$ cat src/rtl/trajectory_logger_pkg.sv
// Shared definitions for the trajectory logger: heading encoding and the
// layout of the event record {remover,avancar,girar,orientacao,pos_x,pos_y}.
package trajectory_logger_pkg;

    localparam logic [2:0] ORI_N = 3'd0;
    localparam logic [2:0] ORI_E = 3'd1;
    localparam logic [2:0] ORI_S = 3'd2;
    localparam logic [2:0] ORI_W = 3'd3;

    // Bit indices inside the 3-bit flag field at the top of the record.
    localparam int REC_GIR = 0;
    localparam int REC_AV  = 1;
    localparam int REC_REM = 2;

    localparam int REC_FLAGS_W = 3;
    localparam int REC_ORI_W   = 3;

    function automatic int recPosYLsb(input int coordW);
        recPosYLsb = 0 * coordW;
    endfunction

    function automatic int recPosXLsb(input int coordW);
        recPosXLsb = coordW;
    endfunction

    function automatic int recOriLsb(input int coordW);
        recOriLsb = 2 * coordW;
    endfunction

    function automatic int recFlagLsb(input int coordW);
        recFlagLsb = 2 * coordW + REC_ORI_W;
    endfunction

endpackage

$ cat src/rtl/trajectory_logger_fifo.sv
// Show-ahead synchronous FIFO; an empty FIFO presents all-zero data.
module sync_fifo #(
    parameter int WIDTH = 8,
    parameter int DEPTH = 8
) (
    input  logic                       clock,
    input  logic                       reset,
    input  logic                       push,
    input  logic                       pop,
    input  logic [WIDTH-1:0]           din,
    output logic [WIDTH-1:0]           dout,
    output logic                       full,
    output logic                       empty,
    output logic [$clog2(DEPTH):0]     count
);

    localparam int AW = $clog2(DEPTH);

    logic [WIDTH-1:0] mem [DEPTH];
    logic [AW-1:0]    wrPtr;
    logic [AW-1:0]    rdPtr;
    logic [AW:0]      countReg;
    logic             doPush;
    logic             doPop;

    // A pop frees the slot a same-cycle push needs, so a full FIFO still accepts.
    assign doPop  = pop & ~empty;
    assign doPush = push & (~full | doPop);

    assign full  = (countReg == (AW+1)'(DEPTH));
    assign empty = (countReg == '0);
    assign count = countReg;
    assign dout  = empty ? '0 : mem[rdPtr];

    always_ff @(posedge clock) begin
        if (doPush) begin
            mem[wrPtr] <= din;
        end
    end

    always_ff @(posedge clock) begin
        if (reset) begin
            wrPtr    <= '0;
            rdPtr    <= '0;
            countReg <= '0;
        end else begin
            if (doPush) begin
                wrPtr <= wrPtr + 1'b1;
            end
            if (doPop) begin
                rdPtr <= rdPtr + 1'b1;
            end
            case ({doPush, doPop})
                2'b10:   countReg <= countReg + 1'b1;
                2'b01:   countReg <= countReg - 1'b1;
                default: countReg <= countReg;
            endcase
        end
    end

endmodule

$ cat src/rtl/trajectory_logger.sv
// Tracks grid position and removals from the robot strobes and logs every
// movement/turn/removal event into a FIFO drained over a valid/ready port.
module trajectory_logger
    import trajectory_logger_pkg::*;
#(
    parameter int COORD_W = 4,
    parameter int MAP_MAX = 15,
    parameter int START_X = 0,
    parameter int START_Y = 0,
    parameter int DEPTH   = 8,
    parameter int CNT_W   = 8
) (
    input  logic                   clock,
    input  logic                   reset,
    input  logic                   avancar,
    input  logic                   girar,
    input  logic                   remover,
    input  logic [2:0]             orientacao,
    output logic [6+2*COORD_W-1:0] evt_data,
    output logic                   evt_valid,
    input  logic                   evt_ready,
    output logic [COORD_W-1:0]     pos_x,
    output logic [COORD_W-1:0]     pos_y,
    output logic [CNT_W-1:0]       remove_count,
    output logic [CNT_W-1:0]       drop_count,
    output logic                   err_edge,
    output logic                   err_orient
);

    localparam int REC_W    = 6 + 2 * COORD_W;
    localparam int POSY_LSB = recPosYLsb(COORD_W);
    localparam int POSX_LSB = recPosXLsb(COORD_W);
    localparam int ORI_LSB  = recOriLsb(COORD_W);
    localparam int FLAG_LSB = recFlagLsb(COORD_W);

    localparam logic [COORD_W-1:0] MAX_C    = COORD_W'(MAP_MAX);
    localparam logic [COORD_W-1:0] START_XC = COORD_W'(START_X);
    localparam logic [COORD_W-1:0] START_YC = COORD_W'(START_Y);

    logic                  avHist;
    logic                  girHist;
    logic                  remHist;
    logic                  avRise;
    logic                  girRise;
    logic                  remRise;
    logic                  fire;
    logic [COORD_W-1:0]    nextX;
    logic [COORD_W-1:0]    nextY;
    logic                  edgeHit;
    logic                  orientBad;
    logic [REC_FLAGS_W-1:0] flags;
    logic [REC_W-1:0]      record;
    logic                  fifoFull;
    logic                  fifoEmpty;
    logic                  fifoPop;
    logic                  dropped;
    logic [$clog2(DEPTH):0] fifoCount;

    assign avRise  = avancar & ~avHist;
    assign girRise = girar & ~girHist;
    assign remRise = remover & ~remHist;
    assign fire    = avRise | girRise | remRise;

    assign fifoPop   = evt_ready & ~fifoEmpty;
    assign dropped   = fire & fifoFull & ~fifoPop;
    assign evt_valid = (fifoCount != '0);

    // Blocked moves hold position; the record always carries the post-update position.
    always_comb begin
        nextX     = pos_x;
        nextY     = pos_y;
        edgeHit   = 1'b0;
        orientBad = 1'b0;
        if (avRise) begin
            case (orientacao)
                ORI_N: if (pos_y == MAX_C) edgeHit = 1'b1; else nextY = pos_y + 1'b1;
                ORI_E: if (pos_x == MAX_C) edgeHit = 1'b1; else nextX = pos_x + 1'b1;
                ORI_S: if (pos_y == '0)    edgeHit = 1'b1; else nextY = pos_y - 1'b1;
                ORI_W: if (pos_x == '0)    edgeHit = 1'b1; else nextX = pos_x - 1'b1;
                default: orientBad = 1'b1;
            endcase
        end

        flags          = '0;
        flags[REC_REM] = remRise;
        flags[REC_AV]  = avRise;
        flags[REC_GIR] = girRise;

        record = '0;
        record[FLAG_LSB +: REC_FLAGS_W] = flags;
        record[ORI_LSB  +: REC_ORI_W]   = orientacao;
        record[POSX_LSB +: COORD_W]     = nextX;
        record[POSY_LSB +: COORD_W]     = nextY;
    end

    always_ff @(posedge clock) begin
        if (reset) begin
            avHist       <= 1'b0;
            girHist      <= 1'b0;
            remHist      <= 1'b0;
            pos_x        <= START_XC;
            pos_y        <= START_YC;
            remove_count <= '0;
            drop_count   <= '0;
            err_edge     <= 1'b0;
            err_orient   <= 1'b0;
        end else begin
            avHist  <= avancar;
            girHist <= girar;
            remHist <= remover;
            pos_x   <= nextX;
            pos_y   <= nextY;
            if (edgeHit) begin
                err_edge <= 1'b1;
            end
            if (orientBad) begin
                err_orient <= 1'b1;
            end
            if (remRise && (remove_count != '1)) begin
                remove_count <= remove_count + 1'b1;
            end
            if (dropped && (drop_count != '1)) begin
                drop_count <= drop_count + 1'b1;
            end
        end
    end

    sync_fifo #(
        .WIDTH (REC_W),
        .DEPTH (DEPTH)
    ) eventFifo (
        .clock (clock),
        .reset (reset),
        .push  (fire),
        .pop   (fifoPop),
        .din   (record),
        .dout  (evt_data),
        .full  (fifoFull),
        .empty (fifoEmpty),
        .count (fifoCount)
    );

endmodule

$ cat config.mk
export PLATFORM = sky130hd
export DESIGN_NAME = trajectory_logger
export DESIGN_NICKNAME = d
export VERILOG_FILES = /design/src/rtl/trajectory_logger_pkg.sv /design/src/rtl/trajectory_logger_fifo.sv /design/src/rtl/trajectory_logger.sv
export SDC_FILE = /design/constraint.sdc
export NUM_CORES = 1
export LEC_CHECK = 0
export ABC_AREA = 0
export CORE_ASPECT_RATIO = 0.7
export CORE_MARGIN = 3
export CORE_UTILIZATION = 63
export DETAILED_ROUTE_END_ITERATION = 6
export GPL_TIMING_DRIVEN = 0
export PLACE_DENSITY = 0.85
export SLEW_MARGIN = 20
export SYNTH_ARGS = -nofsm -noshare
export SYNTH_HDL_FRONTEND = slang
export SYNTH_HIERARCHICAL = 1
export SYNTH_SLANG_ARGS = --single-unit
$ cat constraint.sdc
create_clock -name clock -period 6.1 [get_ports clock]
set_input_delay 0.915 -clock clock [delete_from_list [all_inputs] [get_ports clock]]
set_output_delay 0.915 -clock clock [all_outputs]
set_load 0.02 [all_outputs]
Word level (Yosys, flattened, before mapping)

Memories as Yosys holds them, arrays and structs flattened. A register that Yosys moved wholly into a read port is not among the register bits.
Index checks and enable logic that the tools add are counted.
Widths: inputs -> output; s select.

Output and inout bits: 41
Memories: 1
Memory bits (writable): 112
Word-level logic and storage cells: 81
Bits in registers: 39

Memory list:

| name          | words | width | read ports | clocked after Yosys merged registers in | write ports | line                         | source |
|---|---|---|---|---|---|---|---|
| eventFifo.mem | 8     | 14    | 1          | 1                                       | 1           | trajectory_logger_fifo.sv:19 | `logic [WIDTH-1:0] mem [DEPTH];` |

Mux-type cells: 22
Add/subtract/negate cells: 10
Reductions and logical operators: 9
Bitwise logic cells: 17
Equal/unequal tests: 10

Operator list:

| operator            | count |
|---|---|
| $mux 4              | 6 |
| $pmux 4 s2          | 3 |
| $add 8x1->8 const B | 2 |
| $ne 8x8->1 const B  | 2 |
| $mux 14             | 1 |
| $add 4x1->4 const B | 3 |
| $eq 4x4->1 const B  | 3 |
| $logic_not 4->1     | 3 |
| $sub 4x1->4 const B | 3 |
| $mux 1              | 9 |
| $and 1x1->1         | 8 |
| $add 3x1->3 const B | 2 |
| $eq 3x2->1 const B  | 2 |
| $mux 3              | 2 |
| $not 1->1           | 6 |
| $pmux 1 s4          | 1 |
| $reduce_bool 4->1   | 1 |
| $reduce_or 4->1     | 1 |
| $eq 3x1->1 const B  | 1 |
| $logic_not 3->1     | 1 |
| $or 1x1->1          | 3 |
| $eq 2x1->1 const B  | 1 |
| $eq 2x2->1 const B  | 1 |
| $logic_and 1x1->1   | 2 |
| $reduce_bool 2->1   | 1 |

Depth between registers and ports, before layout

Word-level depth: 8
Mapped depth: 13

By module

Netlist, hierarchy kept.

By module, submodules not included:

| module            | cells each | times used | area an instance (um^2) |
|---|---|---|---|
| sync_fifo         | 259        | 1          | 4989.8 |
| trajectory_logger | 218        | 1          | 1806.7 |

Least setup slack after synthesis

Ideal clock, no wire load.

Path kind: input -> register
Start: input remover
End: memory eventFifo/mem[0][0] (netlist name), enable pin
Setup time: 0.421 ns
Path buffers: 2
Data arrival time: 3.215 ns
Setup slack: 2.464 ns
Stages: 6
Cells stage by stage: nor2b_1 buf_2 or3_1 clkbuf_1 o21ai_4 nor4_1

Longest elaborated chain between the ends: 5

Ends and longest elaborated chain:

| what                         | line                         | source |
|---|---|---|
| start, declared              | trajectory_logger.sv:17      | `input logic remover,` |
| $and 1x1->1                  | trajectory_logger.sv:61      | `assign remRise = remover & ~remHist;` |
| via remRise                  | trajectory_logger.sv:45      | `logic remRise;` |
| $or 1x1->1                   | trajectory_logger.sv:62      | `assign fire = avRise \| girRise \| remRise;` |
| via fire                     | trajectory_logger.sv:46      | `logic fire;` |
| $and 1x1->1                  | trajectory_logger_fifo.sv:28 | `assign doPush = push & (~full \| doPop);` |
| $mux 1                       | trajectory_logger_fifo.sv:36 | `if (doPush) begin` |
| $mux 1 (not written as such) | trajectory_logger_fifo.sv:37 | `mem[wrPtr] <= din;` |
| end, declared                | trajectory_logger_fifo.sv:19 |  |

The timed path passes the listed nets, and every way through them passes these cells.

==> flow_metrics.py <==
metrics = {
    "placed_design": {
        "io_buffers": 49,
        "globalplace.congestion": 0.890,
        "place_hpwl_um": 9900,
    },
    "run_status": {
        "outcome": "finished, final reports clean",
    },
    "route": {
        "wire_per_inst_um": 23.0,
        "route.vias.total": 4628,
        "first_pass_iters": 5,
        "drt-total-wl_um": 16100,
        "vias_per_cell": 6.59,
        "drt_iter0_drc": 496,
        "postRouteAntennaNets": 0,
        "drc_errors": 0,
    },
    "finish": {
        "num_antenna_cells": 0,
        "final_layout_size_suffix_gt1_share_pct": 16.7,
        "area_delta_synth_final_pct": 20.2,
        "final_nets": 577,
        "fin_util_pct": 78.3,
    },
    "run": {
        "max_cap_viol_count": 0,
    },
    "sta": {
        "fin_skew_ns": 0.0103,
        "tightest_slew_ns": 0.884,
        "whs_ns": 0.496,
        "timing.final.crit_period_ns": 3.95,
        "slew_viol_final": 0,
        "fmax_ghz": 0.253,
        "finalSetupViolCount": 0,
        "rsz0062_at_grt": "no",
        "maxSlewHeadroom_pct": 40.6,
        "tns_ns": 0,
        "final.period_utilization_pct": 64.7,
        "hold_viol": 0,
    },
    "yosys": {
        "ys_ff_latch": 154,
        "synth_top_area_share_pct": 49.5,
        "syn_area_mm2": 0.00680,
        "synth.net_count": 497,
        "synth_warnings": 6,
        "synth_largest_area_cell": "edfxtp_1",
        "synth_edf_count": 112,
        "ys_types": 64,
        "syn_avg_cell_area_um2": 14.2,
        "async_flop_share_pct": 0,
        "synth_ff_type": "edfxtp_1",
        "synth_area_leaders": "edfxtp_1, dfxtp_1, mux4_2",
        "synthCells": 477,
        "ys_seq_area_share_pct": 61.9,
    },
    "floorplanning": {
        "dieArea_mm2": 0.0121,
        "row_count": 31,
        "initial_core_util_pct": 65.1,
        "core-area_mm2": 0.0104,
        "die_w_um": 130,
        "die_y_um": 92.9,
        "ioPinCount": 50,
    },
    "critical_path": {
        "r2r_slack_ns": 2.32,
        "crit_chain": "clkbuf_2 -> buf_1 -> mux4_2 -> mux2i_1 -> nor2_1 -> clkdlybuf4s50_1",
        "rr_startpoint": "eventFifo/count[0]$_SDFFE_PP0P_",
        "r2r-end": "eventFifo/mem[4][8]$_DFFE_PP_",
        "cp_max_fo": 10,
        "cp-start-kind": "flip-flop",
        "slowest_delay_ns": 0.64,
        "cp.arrival_ns": 3.03,
        "worst-setup-path-type": "reg2out",
        "endpoint_kind": "primary output",
        "r2r_cells": 10,
        "cp_slowest_cell": "buf_1",
        "cp.required_ns": 5.18,
    },
    "power_and_ir_drop": {
        "power_leakage_nw": 2.72,
        "ir_worst_vdd_mv": 0.213,
        "powerDensity_mw_per_mm2": 377,
    },
    "cts": {
        "cts_made_buffers": 17,
        "cts_tree": "done",
        "root_buffer": "clkbuf_16",
        "ctsResizeCount": 0,
        "post_cts_buffers": 0,
        "clock_sinks": 154,
        "htreeDepth": 4,
        "clkLatencyLatePin_ns": 0.43,
        "clockBufferDepth": 2,
        "hold_buffers": 0,
        "clk_pin_slew_ns": 0.07,
    },
    "worst_hold_path": {
        "min_to": "err_orient$_SDFFE_PP0P_",
        "hold_depth": 2,
        "hp-class": "reg2reg",
        "hold_start": "err_orient$_SDFFE_PP0P_",
    },
    "global_routing": {
        "grt_pass1_wl_um": 24900,
        "antenna_found_initial": 0,
        "overflow": 0,
        "grt_pass1_vias": 4504,
        "track_usage_pct": 28.3,
        "grt_max_degree": 17,
    },
}
## layer usage
metal | track usage (%) | vias to the layer above | routed length (µm)
met5 | 0 | - | 0
li1 | - | 1997 | -
met1 | 37.8 | 2299 | 6420
met2 | 44.2 | 285 | 7800
met3 | 9.11 | 47 | 1460
met4 | 9.95 | 0 | 467
## cell usage in the layout, fill, tap and decap left out, types with 10 or more instances in the layout
master,Yosys,final
a21oi_1,15,15
clkbuf_1,12,16
clkbuf_16,0,17
clkdlybuf4s50_1,0,49
dfxtp_1,42,42
edfxtp_1,112,112
ha_1,10,10
inv_1,15,15
mux2i_1,20,20
mux4_2,28,28
nand2_1,13,13
nand3_1,12,12
nor2_1,44,41
nor2b_1,11,11
## registers in the layout, summed over array words and instances, names as in the netlist, named ones only
register,flops
drop_count,8
err_edge,1
remove_count,8
eventFifo/mem,112
eventFifo/wrPtr,3
err_orient,1
girHist,1
remHist,1
pos_x,4
eventFifo/count,4
avHist,1
eventFifo/rdPtr,3
pos_y,4
## final cells by class
| cell class | count | area [µm²] |
|---|---|---|
| buffer | 24 | 128 |
| inverter | 16 | 60.1 |
| multi-input combinational | 283 | 2440 |
| sequential | 154 | 4200 |
| tap | 132 | 165 |
| fill | 580 | 2260 |
| timing repair buffer | 61 | 611 |
| clock buffer | 21 | 440 |
| clock inverter | 11 | 123 |
## synthesized netlist by cell type (2+ instances only)
cell type	number
edfxtp_1	112
nor2_1	44
dfxtp_1	42
mux4_2	28
mux2i_1	20
a21oi_1	15
inv_1	15
nand2_1	13
clkbuf_1	12
nand3_1	12
nor2b_1	11
ha_1	10
nand2b_1	9
nor3_1	9
and2_1	8
nor4_1	6
o21ai_0	6
o31ai_1	6
buf_2	5
o211ai_1	5
or3_1	5
or4_1	5
xnor2_1	5
xor2_1	5
buf_6	4
nand3b_1	4
nand4_1	4
and3_1	3
mux2_1	3
nand4bb_1	3
o21bai_1	3
o22ai_1	3
o31a_1	3
a211oi_1	2
a22o_1	2
a31oi_1	2
buf_1	2
nor3b_1	2
o21a_1	2
o2bb2ai_1	2
o311a_1	2
## cell families after synthesis
family | count (synthesis) | synth area share [%]
muxes | 51 | 12.7
buffers and inverters | 40 | 2.76
AOI/OAI and AO/OA | 63 | 6.96
adders and majority gates | 11 | 2.14
DFF | 154 | 61.9
and+or+nand+nor | 148 | 12.3
xor gates and xnor gates | 10 | 1.29
## power by group
group          switching, mW  leakage (nW)  internal, mW
Combinational          0.437          1.08         0.361
Clock                  0.418         0.265         0.601
Sequential            0.0521          1.37          1.21
Total                  0.906          2.72          2.18
## critical path, delay by kind of cell, from the launching register on
kind	cells	cell delay, ns
flops	1	0.34
buf+inv	3	1.53
simple gates	1	0.06
mux	2	0.66
## per-stage QoR
stage,cells,power [mW],setup WS [ns],instance area (µm²)
floorplan,477,1.78,2.46,6800
global placement,658,2.01,0.760,7450
detailed placement,670,2.06,2.10,7610
CTS,702,3.08,2.15,8170
global route,702,3.19,2.05,8170
finish,702,3.08,2.15,8170
## worst max path at each step
| stage | from | to | slack (ns) | cells past startpoint |
|---|---|---|---|---|
| floorplan | remover | eventFifo/mem[0][0]$_DFFE_PP_ | 2.46 | 6 |
| global placement | avancar | eventFifo/mem[0][2]$_DFFE_PP_ | 0.76 | 7 |
| detailed placement | girar | eventFifo/mem[0][2]$_DFFE_PP_ | 2.10 | 8 |
| CTS | flip-flop | evt_data[10] | 2.15 | 6 |
| global route | flip-flop | evt_data[10] | 2.05 | 6 |
| finish | flip-flop | evt_data[10] | 2.15 | 6 |
Note: power is estimated with default switching activity, not from simulation.
==> RTL edit 1: new RTL, same settings <==
The parameter `CNT_W` goes from 8 to 10.
--- a/src/rtl/trajectory_logger.sv
+++ b/src/rtl/trajectory_logger.sv
@@ -10,3 +10,3 @@
     parameter int DEPTH   = 8,
-    parameter int CNT_W   = 8
+    parameter int CNT_W   = 10
 ) (
Ports: changed (resized drop_count and remove_count); port bits go from 50 to 54. The function was not compared with the original's and may differ.
==> RTL edit 1 against the unedited design <==
- total power rose by 2.3%
- register-to-register slack got worse by 0.11 ns
- routed wire length down 5.2%
- final area increased by 2.8%
- worst setup slack improved by 0.045 ns
- sequential cell count grew 4
- via count is 4.0% lower
- area after synthesis up 2.7%
- critical endpoint is now evt_data[8]
- largest cell class unchanged
- highest routed layer unchanged
==> RTL edit 1: results (changes against the unedited design) <==
Status
  • Outcome: finished, final reports clean (unchanged)

Yosys
  • Adder-Cell Fraction of Synth Area: 2.08% (was 2.14%)
  • Largest cells by area after synthesis: edfxtp_1 48%, dfxtp_1 13%, mux4_2 9.0%, mux2i_1 2.6%, nor2_1 2.5% (was edfxtp_1 49%, dfxtp_1 12%, mux4_2 9.3%, mux2i_1 2.9%, nor2_1 2.4%)
  • Mean Syn Cell Area: 14.5 sq um (was 14.2 sq um)
  • Multiplexer share of the synthesized area: 12.6% (was 12.7%)
  • Sequential area share after synthesis: 61.4% (was 61.9%)
  • Post-Syn Nets: 503 (was 497)
  • Synth Area in Compound Gates: 7.01% (was 6.96%)

Layout
  • Non-clk bufs: 83 (was 85)
  • Nets: 582 (was 577)
  • FF+latch area: 0.00428 sq mm (was 0.00420 sq mm)
  • Fraction of area in multi-input gates: 30.3% (was 29.9%)
  • Invs w/o clock: 18 (was 16)
  • NonClk Buf Share: 8.49% (was 9.04%)
  • Clk cell area share: 7.20% (was 6.89%)

Route
  • DR vias: 4441 (was 4628)
  • DRT iter0 DRCs: 371 (was 496)
  • Drt wl/cell: 21.2 um (was 23.0 um)

Min path
  • Hold Crit Start: err_edge (was err_orient)
  • Hold Path End: err_edge (was err_orient)

Placed design
  • Dpl hpwl: 9820 um (was 9900 um)
  • Post-Place Cells: 691 (was 670)

Critical path
  • Worst Path Arrival: 2.99 ns (was 3.03 ns)
  • FF-to-FF path depth: 13 (was 10)

Power
  • Peak supply drop: 0.266 mV (was 0.213 mV)
  • Leakage: 2.84 nW (was 2.72 nW)

GRT
  • First-pass GRT wire length: 24700 um (was 24900 um)

Timing
  • Clock skew: 0.00720 ns (was 0.0103 ns)
  • Fin crit share: 64.0% (was 64.7%)
==> RTL edit 1: changes by cell type in the layout (fill, tap and decap cells not counted), moves of 4 or more <==
| cell | unedited run | this run |
|---|---|---|
| clkbuf_1 | 16 | 10 |
| clkdlybuf4s50_1 | 49 | 53 |
| dfxtp_1 | 42 | 46 |
| mux2_2 | 0 | 4 |
| nand2_1 | 13 | 9 |
==> RTL edit 1: per-stage QoR <==
step	hold slack, ns	power, mW	cell area (sq um)
after floorplan	0.485	1.82	6980
after global placement	0.466	2.06	7700
after CTS	0.489	3.17	8390
after global routing	0.513	3.28	8400
final	0.491	3.15	8400
after detailed placement	0.474	2.09	7790
==> RTL edit 1: report_power, final <==
part           switching [mW]  internal, mW
clock network           0.421         0.655
logic                   0.428         0.359
registers              0.0486          1.24
total                   0.897          2.26
==> RTL edit 1: per-layer routing <==
metal	vias up	global-route usage (%)	part of all wire, %
met3	19	6.37	6.4
met2	175	43.2	49
met5	-	0	0
met1	2215	36.3	44
met4	0	7.95	1.1
li1	2032	-	-
==> RTL edit 2: new RTL, same settings <==
Without the edit above. Make the reset (`reset`) asynchronous in 2 clocked blocks.
--- a/src/rtl/trajectory_logger_fifo.sv
+++ b/src/rtl/trajectory_logger_fifo.sv
@@ -40,3 +40,3 @@
 
-    always_ff @(posedge clock) begin
+    always_ff @(posedge clock or posedge reset) begin
         if (reset) begin
--- a/src/rtl/trajectory_logger.sv
+++ b/src/rtl/trajectory_logger.sv
@@ -95,3 +95,3 @@
 
-    always_ff @(posedge clock) begin
+    always_ff @(posedge clock or posedge reset) begin
         if (reset) begin
Function: differs if reset is asserted again (counterexample within 4 cycles, from zero or initial values and one cycle with reset high); with reset held inactive, the same outputs for 4 cycles.
==> RTL edit 2 against the unedited design <==
- worst setup slack improved by 0.12 ns
- sequential cell count decreased by 3
- area after synthesis decreased by 3.8%
- final area decreased by 3.0%
- critical path depth increased by 8
- routed wire length increased by 0.14%
- register-to-register slack got worse by 0.04 ns
- synthesized cell count decreased by 15%
Power is not compared: it rests on default switching activity, and its combinational part moved more than twofold at a synthesized area within 25%.
==> RTL edit 2: results (changes against the unedited design) <==
Route
  • DRT iter0 DRCs: 516 (was 496)
  • Vias per std cell: 6.65 (was 6.59)
  • Routed wire length: 16200 um (was 16100 um)

Critical path
  • CP max-delay cell: or3_1 (was buf_1)
  • CP max stage delay: 0.43 ns (was 0.64 ns)
  • Crit-path max FO: 10 (unchanged)
  • Worst setup path endpoint: eventFifo/count[3] (was evt_data[10])
  • Worst Path Arrival: 4.10 ns (was 3.03 ns)
  • Reg2Reg Launch Point: eventFifo/count[0] (unchanged)
  • Worst Setup Path Type: flop to flop (was flop to output port)
  • Flop2flop setup slack: 2.28 ns (was 2.32 ns)
  • FF-to-FF path depth: 14 (was 10)

Power
  • Peak supply drop: 0.514 mV
  • Seq pwr share: 35.9%
  • Total power: 4.25 mW
  • Clock Power: 1.13 mW

Status
  • Outcome: finished, final reports clean (unchanged)

GRT
  • Vias in the first global route: 4226 (was 4504)
  • Pin count of the biggest net entering global routing: 30 (was 17)
  • Total global-route track usage: 29.8% (was 28.3%)
  • First-pass GRT wire length: 25300 um (was 24900 um)

Timing
  • Fin crit share: 62.7% (was 64.7%)
  • Clock skew: 0.00866 ns (was 0.0103 ns)
  • Worst slew margin: 29.8% (was 40.6%)

Yosys
  • Largest cells by area after synthesis: edfxtp_1 51%, dfrtp_1 15%, mux4_2 9.6%, mux2i_1 2.6%, ha_1 1.9% (was edfxtp_1 49%, dfxtp_1 12%, mux4_2 9.3%, mux2i_1 2.9%, nor2_1 2.4%)
  • Post-synth ARST share: 25.8% (was 0%)
  • Synth top cells by count: 112 x edfxtp_1, 39 x dfrtp_1, 28 x mux4_2, 28 x nor2_1 (was 112 x edfxtp_1, 44 x nor2_1, 42 x dfxtp_1)
  • Yosys warning total: 6 (unchanged)
  • Cell variety after synth: 57 (was 64)
  • Sequential area share after synthesis: 66.4% (was 61.9%)
  • Post-Syn Nets: 424 (was 497)

Clock network
  • H-tree levels: 4 (unchanged)
  • Post-CTS sizing: 0 (unchanged)
  • Clock root buffer: clkbuf_16 (unchanged)
  • Setup Buffers After CTS: 0 (unchanged)

Layout
  • Antenna diodes: 0 (unchanged)
  • Nets: 499 (was 577)
  • Fraction of layout instances using a drive strength above 1: 19.7% (was 16.7%)

Placed design
  • Dpl hpwl: 9560 um (was 9900 um)
  • Routability Congestion: 0.824 (was 0.890)
  • Pre-CTS setup slack: 2.06 ns (was 2.10 ns)
  • IO buf count: 49 (unchanged)

Min path
  • Hold Crit Start: err_orient (unchanged)
==> RTL edit 2: how the worst min path moves through the flow <==
stage / endpoint / cells after the start / slack (ns)
floorplan: eventFifo/wrPtr[0] / 2 / 0.49
global placement: err_orient / 1 / 0.46
detailed placement: err_orient / 1 / 0.45
CTS: err_orient / 1 / 0.47
global route: err_edge / 1 / 0.51
finish: err_orient / 1 / 0.47
==> RTL edit 2: layer usage <==
metal	global-route usage, %	vias to the layer above	part of all wire (%)
met5	0	-	0
li1	-	1708	-
met1	39.7	2101	38
met2	47.6	267	50
met4	11.2	0	2.8
met3	7.94	49	8.9
==> RTL edit 2: area by class of cell <==
class | count | area, sq um
flip-flops and latches | 151 | 4340
multi-input cells | 220 | 2060
well taps | 128 | 160
inverters | 18 | 67.6
fillers | 527 | 1990
clock inverters | 14 | 206
clock buffers | 18 | 429
plain buffers | 15 | 90.1
repair buffers | 56 | 566
==> RTL edit 2: worst max-delay path, delay by kind of cell, from the launching register on <==
kind / cells / cell delay (ns)
and+or+nand+nor: 5 / 1.54
adders and majority gates: 1 / 0.28
AOI/OAI and AO/OA: 4 / 0.65
buffers and inverters: 4 / 0.81
DFF: 1 / 0.40
==> RTL edit 2: kinds of logic (layout without fill, tap and decap cells) <==
logic type	count (synthesis)	count (layout)	share of synthesized area, %
adder cells (fa/ha/maj)	11	11	2.22
AO/OA/AOI/OAI	40	40	5.09
flip-flops	151	151	66.4
XOR/XNOR	20	20	2.68
buffers and inverters	33	121	2.41
multiplexers	50	50	13.2
AND/OR/NAND/NOR	99	99	7.98
==> RTL edit 2: through the flow <==
step                std cells  cell area [sq um]
CTS                       620               7920
detailed placement        588               7290
global placement          581               7190
floorplan                 404               6540
global route              620               7920
finish                    620               7920
